**src/rtl/uart_pkg.sv**
```systemverilog
// Shared types and constants for the UART endpoint: FSM state encodings,
// frame size and the request-type (rors) encodings.
package uart_pkg;

  localparam int unsigned UART_DATA_BITS = 8;
  localparam int unsigned BIT_IDX_W      = $clog2(UART_DATA_BITS);

  localparam logic RORS_SEND = 1'b1;
  localparam logic RORS_RECV = 1'b0;

  typedef enum logic [1:0] {
    TX_IDLE  = 2'd0,
    TX_START = 2'd1,
    TX_DATA  = 2'd2,
    TX_STOP  = 2'd3
  } tx_state_t;

  typedef enum logic [1:0] {
    RX_IDLE  = 2'd0,
    RX_START = 2'd1,
    RX_DATA  = 2'd2,
    RX_STOP  = 2'd3
  } rx_state_t;

endpackage

```
**src/rtl/uart_io_unit_if.sv**
```systemverilog
// Request/response handshake between the control FSM (master) and the
// UART endpoint (slave).
interface uart_io_unit_if;
  import uart_pkg::*;

  logic                      uart_go;
  logic                      rors;
  logic [UART_DATA_BITS-1:0] tx_data;
  logic [UART_DATA_BITS-1:0] rx_data;
  logic                      uart_done;

  modport master (
    output uart_go, rors, tx_data,
    input  rx_data, uart_done
  );

  modport slave (
    input  uart_go, rors, tx_data,
    output rx_data, uart_done
  );

endinterface

```
**src/rtl/uart_rx_fifo.sv**
```systemverilog
// Receive byte buffer. With UART_RXBUF_EN defined it is a DEPTH-entry
// circular FIFO (pointers carry one extra wrap bit); otherwise it is a
// single holding register with a valid bit.
// A push while full only lands if a pop happens in the same cycle.
module uart_rx_fifo
  import uart_pkg::*;
#(
  parameter int unsigned DEPTH = 16
) (
  input  logic                      clk,
  input  logic                      rstn,
  input  logic                      push_i,
  input  logic [UART_DATA_BITS-1:0] wdata_i,
  input  logic                      pop_i,
  output logic [UART_DATA_BITS-1:0] rdata_o,
  output logic                      full_o,
  output logic                      empty_o
);

  // Depth only sizes the circular buffer; it must be a power of two >= 2.
  if ((DEPTH < 2) || ((DEPTH & (DEPTH - 1)) != 0)) begin : g_depth_not_pow2
  end

  logic do_push;
  logic do_pop;

`ifdef UART_RXBUF_EN
  localparam int unsigned AW = $clog2(DEPTH);
  localparam int unsigned PW = AW + 1;

  logic [UART_DATA_BITS-1:0] mem_q [DEPTH];
  logic [PW-1:0]             wr_ptr_q;
  logic [PW-1:0]             rd_ptr_q;

  assign empty_o = (wr_ptr_q == rd_ptr_q);
  assign full_o  = (wr_ptr_q[AW] != rd_ptr_q[AW]) &&
                   (wr_ptr_q[AW-1:0] == rd_ptr_q[AW-1:0]);
  assign do_pop  = pop_i & ~empty_o;
  assign do_push = push_i & (~full_o | do_pop);
  assign rdata_o = mem_q[rd_ptr_q[AW-1:0]];

  // Pointer advance; the wrap bit rolls over naturally.
  always_ff @(posedge clk or negedge rstn) begin
    if (!rstn) begin
      wr_ptr_q <= '0;
      rd_ptr_q <= '0;
    end else begin
      if (do_push) wr_ptr_q <= wr_ptr_q + PW'(1);
      if (do_pop)  rd_ptr_q <= rd_ptr_q + PW'(1);
    end
  end

  // Storage array, no reset needed since reads are gated by empty.
  always_ff @(posedge clk) begin
    if (do_push) mem_q[wr_ptr_q[AW-1:0]] <= wdata_i;
  end
`else
  logic                      valid_q;
  logic [UART_DATA_BITS-1:0] data_q;

  assign empty_o = ~valid_q;
  assign full_o  = valid_q;
  assign do_pop  = pop_i & valid_q;
  assign do_push = push_i & (~valid_q | do_pop);
  assign rdata_o = data_q;

  // Single holding register: a refill in the pop cycle keeps it valid.
  always_ff @(posedge clk or negedge rstn) begin
    if (!rstn) begin
      valid_q <= 1'b0;
      data_q  <= '0;
    end else begin
      if (do_push) begin
        valid_q <= 1'b1;
        data_q  <= wdata_i;
      end else if (do_pop) begin
        valid_q <= 1'b0;
      end
    end
  end
`endif

endmodule

```
**src/rtl/uart_io_unit.sv**
```systemverilog
// UART endpoint: 8N1 transmitter and receiver serving sendb/recvb requests
// from the control FSM. Build option UART_RXBUF_EN selects a RXBUF_DEPTH
// receive FIFO instead of a single holding register.
//
// state    | meaning
// ---------+-----------------------------------------------------------
// TX_IDLE  | txd high, waiting for a send request
// TX_START | driving the start bit (0) for CLK_PER_BIT cycles
// TX_DATA  | driving data bit tx_bit_q, LSB first
// TX_STOP  | driving the stop bit (1); completion pulses on exit
// RX_IDLE  | waiting for a falling edge on the synchronized line
// RX_START | waiting half a bit, then rejecting glitches
// RX_DATA  | sampling data bit rx_bit_q at mid-bit
// RX_STOP  | sampling the stop bit; push on 1, frame error on 0
module uart_io_unit
  import uart_pkg::*;
#(
  parameter int unsigned CLK_PER_BIT = 868,
  parameter int unsigned RXBUF_DEPTH = 16
) (
  input  logic          clk,
  input  logic          rstn,
  uart_io_unit_if.slave bus,
  output logic          txd,
  input  logic          rxd,
  output logic          rx_overrun,
  output logic          rx_frame_err
);

  localparam int unsigned CNT_W = $clog2(CLK_PER_BIT);
  localparam logic [CNT_W-1:0] BIT_LAST  = CNT_W'(CLK_PER_BIT - 1);
  localparam logic [CNT_W-1:0] HALF_LAST = CNT_W'(CLK_PER_BIT / 2 - 1);
  localparam logic [BIT_IDX_W-1:0] LAST_BIT = BIT_IDX_W'(UART_DATA_BITS - 1);

  tx_state_t                 tx_state_q, tx_state_d;
  logic [CNT_W-1:0]          tx_cnt_q, tx_cnt_d;
  logic [BIT_IDX_W-1:0]      tx_bit_q, tx_bit_d;
  logic [UART_DATA_BITS-1:0] tx_shift_q, tx_shift_d;
  logic                      txd_q, txd_d;
  logic                      tx_req, tx_done;

  rx_state_t                 rx_state_q, rx_state_d;
  logic [CNT_W-1:0]          rx_cnt_q, rx_cnt_d;
  logic [BIT_IDX_W-1:0]      rx_bit_q, rx_bit_d;
  logic [UART_DATA_BITS-1:0] rx_shift_q, rx_shift_d;
  logic                      rxd_s1_q, rxd_s2_q, rxd_s3_q;
  logic                      rxd_s, rx_fall;
  logic                      rx_push, rx_ferr_set;

  logic                      rx_pending_q, rx_pending_d;
  logic                      rx_req, rx_want, rx_bypass, rx_deliver;
  logic [UART_DATA_BITS-1:0] rx_data_q, rx_data_d;
  logic                      done_q;
  logic                      overrun_q, ferr_q;
  logic                      fifo_push, fifo_pop, fifo_full, fifo_empty;
  logic [UART_DATA_BITS-1:0] fifo_rdata;

  assign tx_req  = bus.uart_go & (bus.rors == RORS_SEND) & (tx_state_q == TX_IDLE);
  assign rx_req  = bus.uart_go & (bus.rors == RORS_RECV) & ~rx_pending_q;
  assign rxd_s   = rxd_s2_q;
  assign rx_fall = rxd_s3_q & ~rxd_s2_q;

  // TX next-state: bit timer reloads on every state change.
  always_comb begin
    tx_state_d = tx_state_q;
    tx_cnt_d   = tx_cnt_q;
    tx_bit_d   = tx_bit_q;
    tx_shift_d = tx_shift_q;
    txd_d      = txd_q;
    tx_done    = 1'b0;
    case (tx_state_q)
      TX_IDLE: begin
        txd_d = 1'b1;
        if (tx_req) begin
          tx_state_d = TX_START;
          tx_cnt_d   = BIT_LAST;
          tx_shift_d = bus.tx_data;
          txd_d      = 1'b0;
        end
      end
      TX_START: begin
        if (tx_cnt_q == '0) begin
          tx_state_d = TX_DATA;
          tx_cnt_d   = BIT_LAST;
          tx_bit_d   = '0;
          txd_d      = tx_shift_q[0];
        end else begin
          tx_cnt_d = tx_cnt_q - CNT_W'(1);
        end
      end
      TX_DATA: begin
        if (tx_cnt_q == '0) begin
          tx_cnt_d = BIT_LAST;
          if (tx_bit_q == LAST_BIT) begin
            tx_state_d = TX_STOP;
            txd_d      = 1'b1;
          end else begin
            tx_bit_d   = tx_bit_q + BIT_IDX_W'(1);
            tx_shift_d = tx_shift_q >> 1;
            txd_d      = tx_shift_q[1];
          end
        end else begin
          tx_cnt_d = tx_cnt_q - CNT_W'(1);
        end
      end
      TX_STOP: begin
        if (tx_cnt_q == '0) begin
          tx_state_d = TX_IDLE;
          tx_done    = 1'b1;
        end else begin
          tx_cnt_d = tx_cnt_q - CNT_W'(1);
        end
      end
      default: tx_state_d = TX_IDLE;
    endcase
  end

  // RX next-state: start is re-checked at half a bit, then mid-bit sampling.
  always_comb begin
    rx_state_d  = rx_state_q;
    rx_cnt_d    = rx_cnt_q;
    rx_bit_d    = rx_bit_q;
    rx_shift_d  = rx_shift_q;
    rx_push     = 1'b0;
    rx_ferr_set = 1'b0;
    case (rx_state_q)
      RX_IDLE: begin
        if (rx_fall) begin
          rx_state_d = RX_START;
          rx_cnt_d   = HALF_LAST;
        end
      end
      RX_START: begin
        if (rx_cnt_q == '0) begin
          if (rxd_s) begin
            rx_state_d = RX_IDLE;
          end else begin
            rx_state_d = RX_DATA;
            rx_cnt_d   = BIT_LAST;
            rx_bit_d   = '0;
          end
        end else begin
          rx_cnt_d = rx_cnt_q - CNT_W'(1);
        end
      end
      RX_DATA: begin
        if (rx_cnt_q == '0) begin
          rx_shift_d = {rxd_s, rx_shift_q[UART_DATA_BITS-1:1]};
          rx_cnt_d   = BIT_LAST;
          if (rx_bit_q == LAST_BIT) rx_state_d = RX_STOP;
          else                      rx_bit_d   = rx_bit_q + BIT_IDX_W'(1);
        end else begin
          rx_cnt_d = rx_cnt_q - CNT_W'(1);
        end
      end
      RX_STOP: begin
        if (rx_cnt_q == '0) begin
          rx_state_d  = RX_IDLE;
          rx_push     = rxd_s;
          rx_ferr_set = ~rxd_s;
        end else begin
          rx_cnt_d = rx_cnt_q - CNT_W'(1);
        end
      end
      default: rx_state_d = RX_IDLE;
    endcase
  end

  // Receive handshake: a byte arriving into an empty buffer while a request
  // waits goes straight to rx_data so completion lands one cycle after the
  // stop sample instead of two.
  always_comb begin
    rx_want      = rx_pending_q | rx_req;
    rx_bypass    = rx_want & fifo_empty & rx_push;
    fifo_pop     = rx_want & ~fifo_empty;
    fifo_push    = rx_push & ~rx_bypass;
    rx_deliver   = fifo_pop | rx_bypass;
    rx_pending_d = rx_want & ~rx_deliver;
    rx_data_d    = rx_data_q;
    if (fifo_pop)       rx_data_d = fifo_rdata;
    else if (rx_bypass) rx_data_d = rx_shift_q;
  end

  // All state registers; reset aborts both frames and parks txd high.
  always_ff @(posedge clk or negedge rstn) begin
    if (!rstn) begin
      tx_state_q   <= TX_IDLE;
      tx_cnt_q     <= '0;
      tx_bit_q     <= '0;
      tx_shift_q   <= '0;
      txd_q        <= 1'b1;
      rx_state_q   <= RX_IDLE;
      rx_cnt_q     <= '0;
      rx_bit_q     <= '0;
      rx_shift_q   <= '0;
      rxd_s1_q     <= 1'b1;
      rxd_s2_q     <= 1'b1;
      rxd_s3_q     <= 1'b1;
      rx_pending_q <= 1'b0;
      rx_data_q    <= '0;
      done_q       <= 1'b0;
      overrun_q    <= 1'b0;
      ferr_q       <= 1'b0;
    end else begin
      tx_state_q   <= tx_state_d;
      tx_cnt_q     <= tx_cnt_d;
      tx_bit_q     <= tx_bit_d;
      tx_shift_q   <= tx_shift_d;
      txd_q        <= txd_d;
      rx_state_q   <= rx_state_d;
      rx_cnt_q     <= rx_cnt_d;
      rx_bit_q     <= rx_bit_d;
      rx_shift_q   <= rx_shift_d;
      rxd_s1_q     <= rxd;
      rxd_s2_q     <= rxd_s1_q;
      rxd_s3_q     <= rxd_s2_q;
      rx_pending_q <= rx_pending_d;
      rx_data_q    <= rx_data_d;
      done_q       <= tx_done | rx_deliver;
      overrun_q    <= overrun_q | (fifo_push & fifo_full & ~fifo_pop);
      ferr_q       <= ferr_q | rx_ferr_set;
    end
  end

  uart_rx_fifo #(
    .DEPTH (RXBUF_DEPTH)
  ) u_rx_fifo (
    .clk     (clk),
    .rstn    (rstn),
    .push_i  (fifo_push),
    .wdata_i (rx_shift_q),
    .pop_i   (fifo_pop),
    .rdata_o (fifo_rdata),
    .full_o  (fifo_full),
    .empty_o (fifo_empty)
  );

  assign txd           = txd_q;
  assign rx_overrun    = overrun_q;
  assign rx_frame_err  = ferr_q;
  assign bus.uart_done = done_q;
  assign bus.rx_data   = rx_data_q;

endmodule

```
**src/flat_wrapper.sv**
```systemverilog
// flat-port wrapper written by rule: the top's interface ports become plain ports
module uart_io_unit_flat import uart_pkg::*;
#(
  parameter int unsigned CLK_PER_BIT = 868,
  parameter int unsigned RXBUF_DEPTH = 16
)
  (clk, rstn, txd, rxd, rx_overrun, rx_frame_err, bus_uart_go, bus_rors, bus_tx_data, bus_rx_data, bus_uart_done);
  uart_io_unit_if bus_i ();
  input  logic clk;
  input  logic rstn;
  output logic txd;
  input  logic rxd;
  output logic rx_overrun;
  output logic rx_frame_err;
  input wire logic [$bits(bus_i.uart_go)-1:0] bus_uart_go;
  input wire logic [$bits(bus_i.rors)-1:0] bus_rors;
  input wire logic [$bits(bus_i.tx_data)-1:0] bus_tx_data;
  output wire logic [$bits(bus_i.rx_data)-1:0] bus_rx_data;
  output wire logic [$bits(bus_i.uart_done)-1:0] bus_uart_done;
  assign bus_i.uart_go = bus_uart_go;
  assign bus_i.rors = bus_rors;
  assign bus_i.tx_data = bus_tx_data;
  assign bus_rx_data = bus_i.rx_data;
  assign bus_uart_done = bus_i.uart_done;
  uart_io_unit #(.CLK_PER_BIT(CLK_PER_BIT), .RXBUF_DEPTH(RXBUF_DEPTH)) u_core (.clk(clk), .rstn(rstn), .bus(bus_i), .txd(txd), .rxd(rxd), .rx_overrun(rx_overrun), .rx_frame_err(rx_frame_err));
endmodule
```
**config.mk**
```make
export PLATFORM = sky130hd
export DESIGN_NAME = uart_io_unit_flat
export DESIGN_NICKNAME = d
export VERILOG_FILES = /design/src/rtl/uart_pkg.sv /design/src/rtl/uart_io_unit_if.sv /design/src/rtl/uart_rx_fifo.sv /design/src/rtl/uart_io_unit.sv /design/src/flat_wrapper.sv
export SDC_FILE = /design/constraint.sdc
export NUM_CORES = 1
export LEC_CHECK = 0
export ABC_AREA = 1
export CORE_AREA = 2 2 82 84
export CTS_CLUSTER_DIAMETER = 100
export DETAILED_ROUTE_END_ITERATION = 16
export DIE_AREA = 0 0 84 86
export DONT_BUFFER_PORTS = 1
export PLACE_DENSITY_LB_ADDON = 0.12
export SETUP_SLACK_MARGIN = 0.3
export SLEW_MARGIN = 20
export SYNTH_ARGS = -nofsm -noshare
export SYNTH_HDL_FRONTEND = slang
export SYNTH_SLANG_ARGS = --single-unit
```
**constraint.sdc**
```tcl
create_clock -name clk -period 2.1 [get_ports clk]
set_clock_uncertainty 0.15 [all_clocks]
set_input_delay 0.525 -clock clk [delete_from_list [all_inputs] [get_ports clk]]
set_output_delay 0.525 -clock clk [all_outputs]
set_load 0.005 [all_outputs]
```
==> results by group <==
Outcome
  • Status: finished, violations left
  • Failing checks: hold timing

Die
  • Die H: 86 um
  • Core Region: 6280 um2
  • DIE WIDTH: 84 um
  • Ports: 25
  • Row cnt: 29
  • Initial Utilization: 61.3%
  • DIE AREA: 7220 um2

Synth
  • Syn Inst Count: 493
  • Avg Inst Size Synth: 7.81 um2
  • Yosys warnings: 0
  • Yosys reg bits: 71
  • Cell area after synthesis: 3850 um2
  • Syn_nets: 521
  • Yosys cell types: 36
  • Seq/Total Area, Yosys: 46.3%

Timing
  • Tmin final: 1.79 ns
  • Final Hold Viols: 71
  • Final Max Tran Viols: 0
  • RSZ-0062 raised after global routing: yes
  • Slew headroom: 68.3%
  • Max Clock Freq: 559 MHz
  • Setup TNS: 0 ns
  • Slew @ Worst Pin: 0.473 ns
  • Part of the cycle the worst path needs: 85.2%
  • Final setup viols: 0
  • Hold Slack: -0.284 ns

Clock tree
  • Num CTS Buffers: 9
  • Clock Tree Buf Depth: 2
  • Clock slew seen by the registers of the worst setup and hold paths: 0.08 ns
  • TritonCTS clock tree: built
  • Clock sinks: 71
  • CTS H-tree depth: 3
  • Worst-skew pair later-pin latency: 0.34 ns
  • Root Driver: clkbuf_8

Worst setup path
  • CP Data Required Time: 2.18 ns
  • Crit-path leading delay family: simple AND/OR/NAND/NOR gates
  • CP Cell Sequence: nor2_1 > nand2_2 > nor2_8 > nand4_4 > nand2_8 > nand2_8 > nand2_2 > o21ai_2
  • Slowest cell on the critical path: dfrtp_1
  • Data arrival, critical path: 1.87 ns
  • CP Max Fanout: 6
  • CP Buf/Inv Count: 0
  • Element type at the critical path start: register
  • WS Path Type: reg -> reg
  • Crit end category: register
  • CP max stage delay: 0.43 ns

Finish
  • Synthesis-to-finish area growth: 19.7%
  • # diodes: 0
  • Final net count: 546
  • Share of layout cells above drive strength 1: 24.1%

GRT
  • Initial antenna violation count: 0
  • Number of global-route vias before repair: 3074
  • Largest net degree at the start of global routing: 72
  • GRT Residual Overflow: 0
  • First-pass GRT wire length: 13800 um
  • Gr usage total: 23.5%

Placement
  • Placer congestion estimate: 0.877
  • Number of port buffers: 0
  • Hpwl dp: 5280 um

Power
  • Final Total Pwr: 6.34 mW
  • Lkg Pwr: 2.28 nW
  • Pwr dens: 1380 nW/um2
  • Peak supply drop: 0.000986 V

Detailed routing
  • Drt drc: 0
  • Detailed Route Iter0 Violations: 213
  • Vias per Instance: 5.43
  • Detailed Routing Iterations Pass 1: 5
  • Total Wirelength: 8450 um
  • ANT nets after route: 0
  • Wire per inst: 14.1 um
  • Vias: 3255

Run
  • Max cap viols: 0

Hold path
  • Worst hold path type: in -> async
## area by class of cell
cell class / instances / area (um2)
Clock buffer: 11 / 141
Clock inverter: 5 / 81.3
Fill cell: 455 / 1670
Inverter: 56 / 214
Multi-Input combinational cell: 361 / 2130
Sequential cell: 71 / 1780
Tap cell: 77 / 96.3
Timing Repair Buffer: 18 / 155
Timing Repair inverter: 1 / 7.51
## power by group
group	internal [mW]	switching, mW
clock	0.702	0.523
combinational	1.20	1.86
sequential	1.72	0.340
## metrics by stage
| stage | area [um2] | cells | hold WS [ns] | setup slack, ns | utilization [%] |
|---|---|---|---|---|---|
| 2_1_floorplan | 3850 | 493 | 0.0794 | 0.312 | - |
| 3_3_place_gp | 3930 | 565 | 0.0807 | 0.0924 | 62.6 |
| 3_5_place_dp | 3930 | 565 | 0.0808 | 0.0412 | 62.6 |
| 4_1_cts | 4280 | 589 | -0.296 | 0.308 | 68.2 |
| 5_1_grt | 4610 | 600 | -0.303 | 0.204 | 73.4 |
| 6_report | 4610 | 600 | -0.284 | 0.311 | 73.4 |
## per-layer routing
layer,track usage (%),up-vias,part of all wire [%]
met5,0,-,0
met4,8.50,0,1.3
met3,4.14,11,4.4
met2,38.2,84,49
met1,31.9,1533,45
li1,-,1627,-
## registers in the layout, indices dropped and copies added (netlist names), 2 cells and up, named ones only
signal	cells
u_core.rx_cnt_q	10
u_core.rx_shift_q	8
u_core.tx_shift_q	8
u_core.tx_bit_q	3
u_core.u_rx_fifo.rdata_o	8
u_core.tx_cnt_q	10
u_core.bus.rx_data	8
u_core.tx_state_q	2
u_core.rx_bit_q	3
## worst paths after layout
path                                          from                     to  slack [ns]  depth (start not counted)
worst max register to register  u_core.rx_cnt_q[5]  u_core.bus.rx_data[5]        0.31                          8
worst min register to register     u_core.rxd_s1_q           u_core.rxd_s        0.21                          0
min in group clk                               rxd        u_core.rxd_s1_q        0.03                          0
max in group asynchronous                     rstn           u_core.rxd_s        1.87                          0
worst max-delay path            u_core.rx_cnt_q[5]  u_core.bus.rx_data[5]        0.31                          8
worst min-delay path                          rstn   u_core.tx_shift_q[7]       -0.28                          0
## kinds of logic after synthesis
logic type      count (synthesis)  synth area share [%]
simple gates                  267                  30.1
xor+xnor                        6                  1.37
buf+inv                        63                  6.37
fa+ha+maj                      15                  4.87
compound gates                 71                  11.0
flops                          71                  46.3
## cells in the final DEF (no fill, tap or decap), types with 2 or more instances in the layout
cell | netlist | layout
nor2_4 | 1 | 5
inv_2 | 1 | 11
nand2_8 | 0 | 3
nand2_4 | 2 | 8
nand4_1 | 2 | 2
or2_2 | 2 | 2
nor2_2 | 3 | 4
nor2_1 | 36 | 31
a21oi_1 | 18 | 17
inv_1 | 55 | 44
ha_1 | 15 | 7
o21ai_2 | 9 | 8
buf_6 | 1 | 2
bufinv_16 | 0 | 2
nand2_2 | 4 | 23
clkbuf_8 | 0 | 10
xnor2_1 | 3 | 3
nand3_1 | 38 | 35
nand3_2 | 1 | 2
clkinvlp_4 | 0 | 3
dfrtp_1 | 67 | 65
ha_2 | 0 | 3
o21ai_1 | 3 | 6
buf_4 | 0 | 15
nand3_4 | 0 | 2
dfstp_2 | 4 | 4
o21ai_0 | 35 | 32
nand2_1 | 172 | 146
xor2_1 | 3 | 3
dfrtp_2 | 0 | 2
ha_4 | 0 | 5
## worst register-to-register path, cell delays in order, from the launching register on
cell and delay, ns:
dfrtp_1 0.43, nor2_1 0.21, nand2_2 0.13, nor2_8 0.16, nand4_4 0.20, nand2_8 0.18, nand2_8 0.08, nand2_2 0.08
o21ai_2 0.05
## cells in the mapped netlist (all sizes together)
cell type,instances,area share (%)
nor3,2,0.55
or2,3,0.49
o21bai,1,0.20
nor2,41,4.8
nand3,39,5.2
o21ai,47,7.0
o31ai,1,0.20
inv,56,5.5
dfstp,4,2.7
ha,15,4.9
nand4,3,0.88
dfrtp,67,44
nand3b,1,0.20
xor2,3,0.68
clkbuf,5,0.49
xnor2,3,0.68
nand2,178,18
a21oi,18,2.3
o22ai,1,0.52
buf,2,0.42
o211ai,2,0.52
a31o,1,0.23
## repair_timing
item                       CTS  global route
pin swaps                    6            20
buffers inserted             7             9
setup endpoints to repair   56            65
cloned                       1             2
hold endpoints to repair    71            71
gates resized for setup     18            66
No activity file was read; power rests on OpenSTA's default activity.
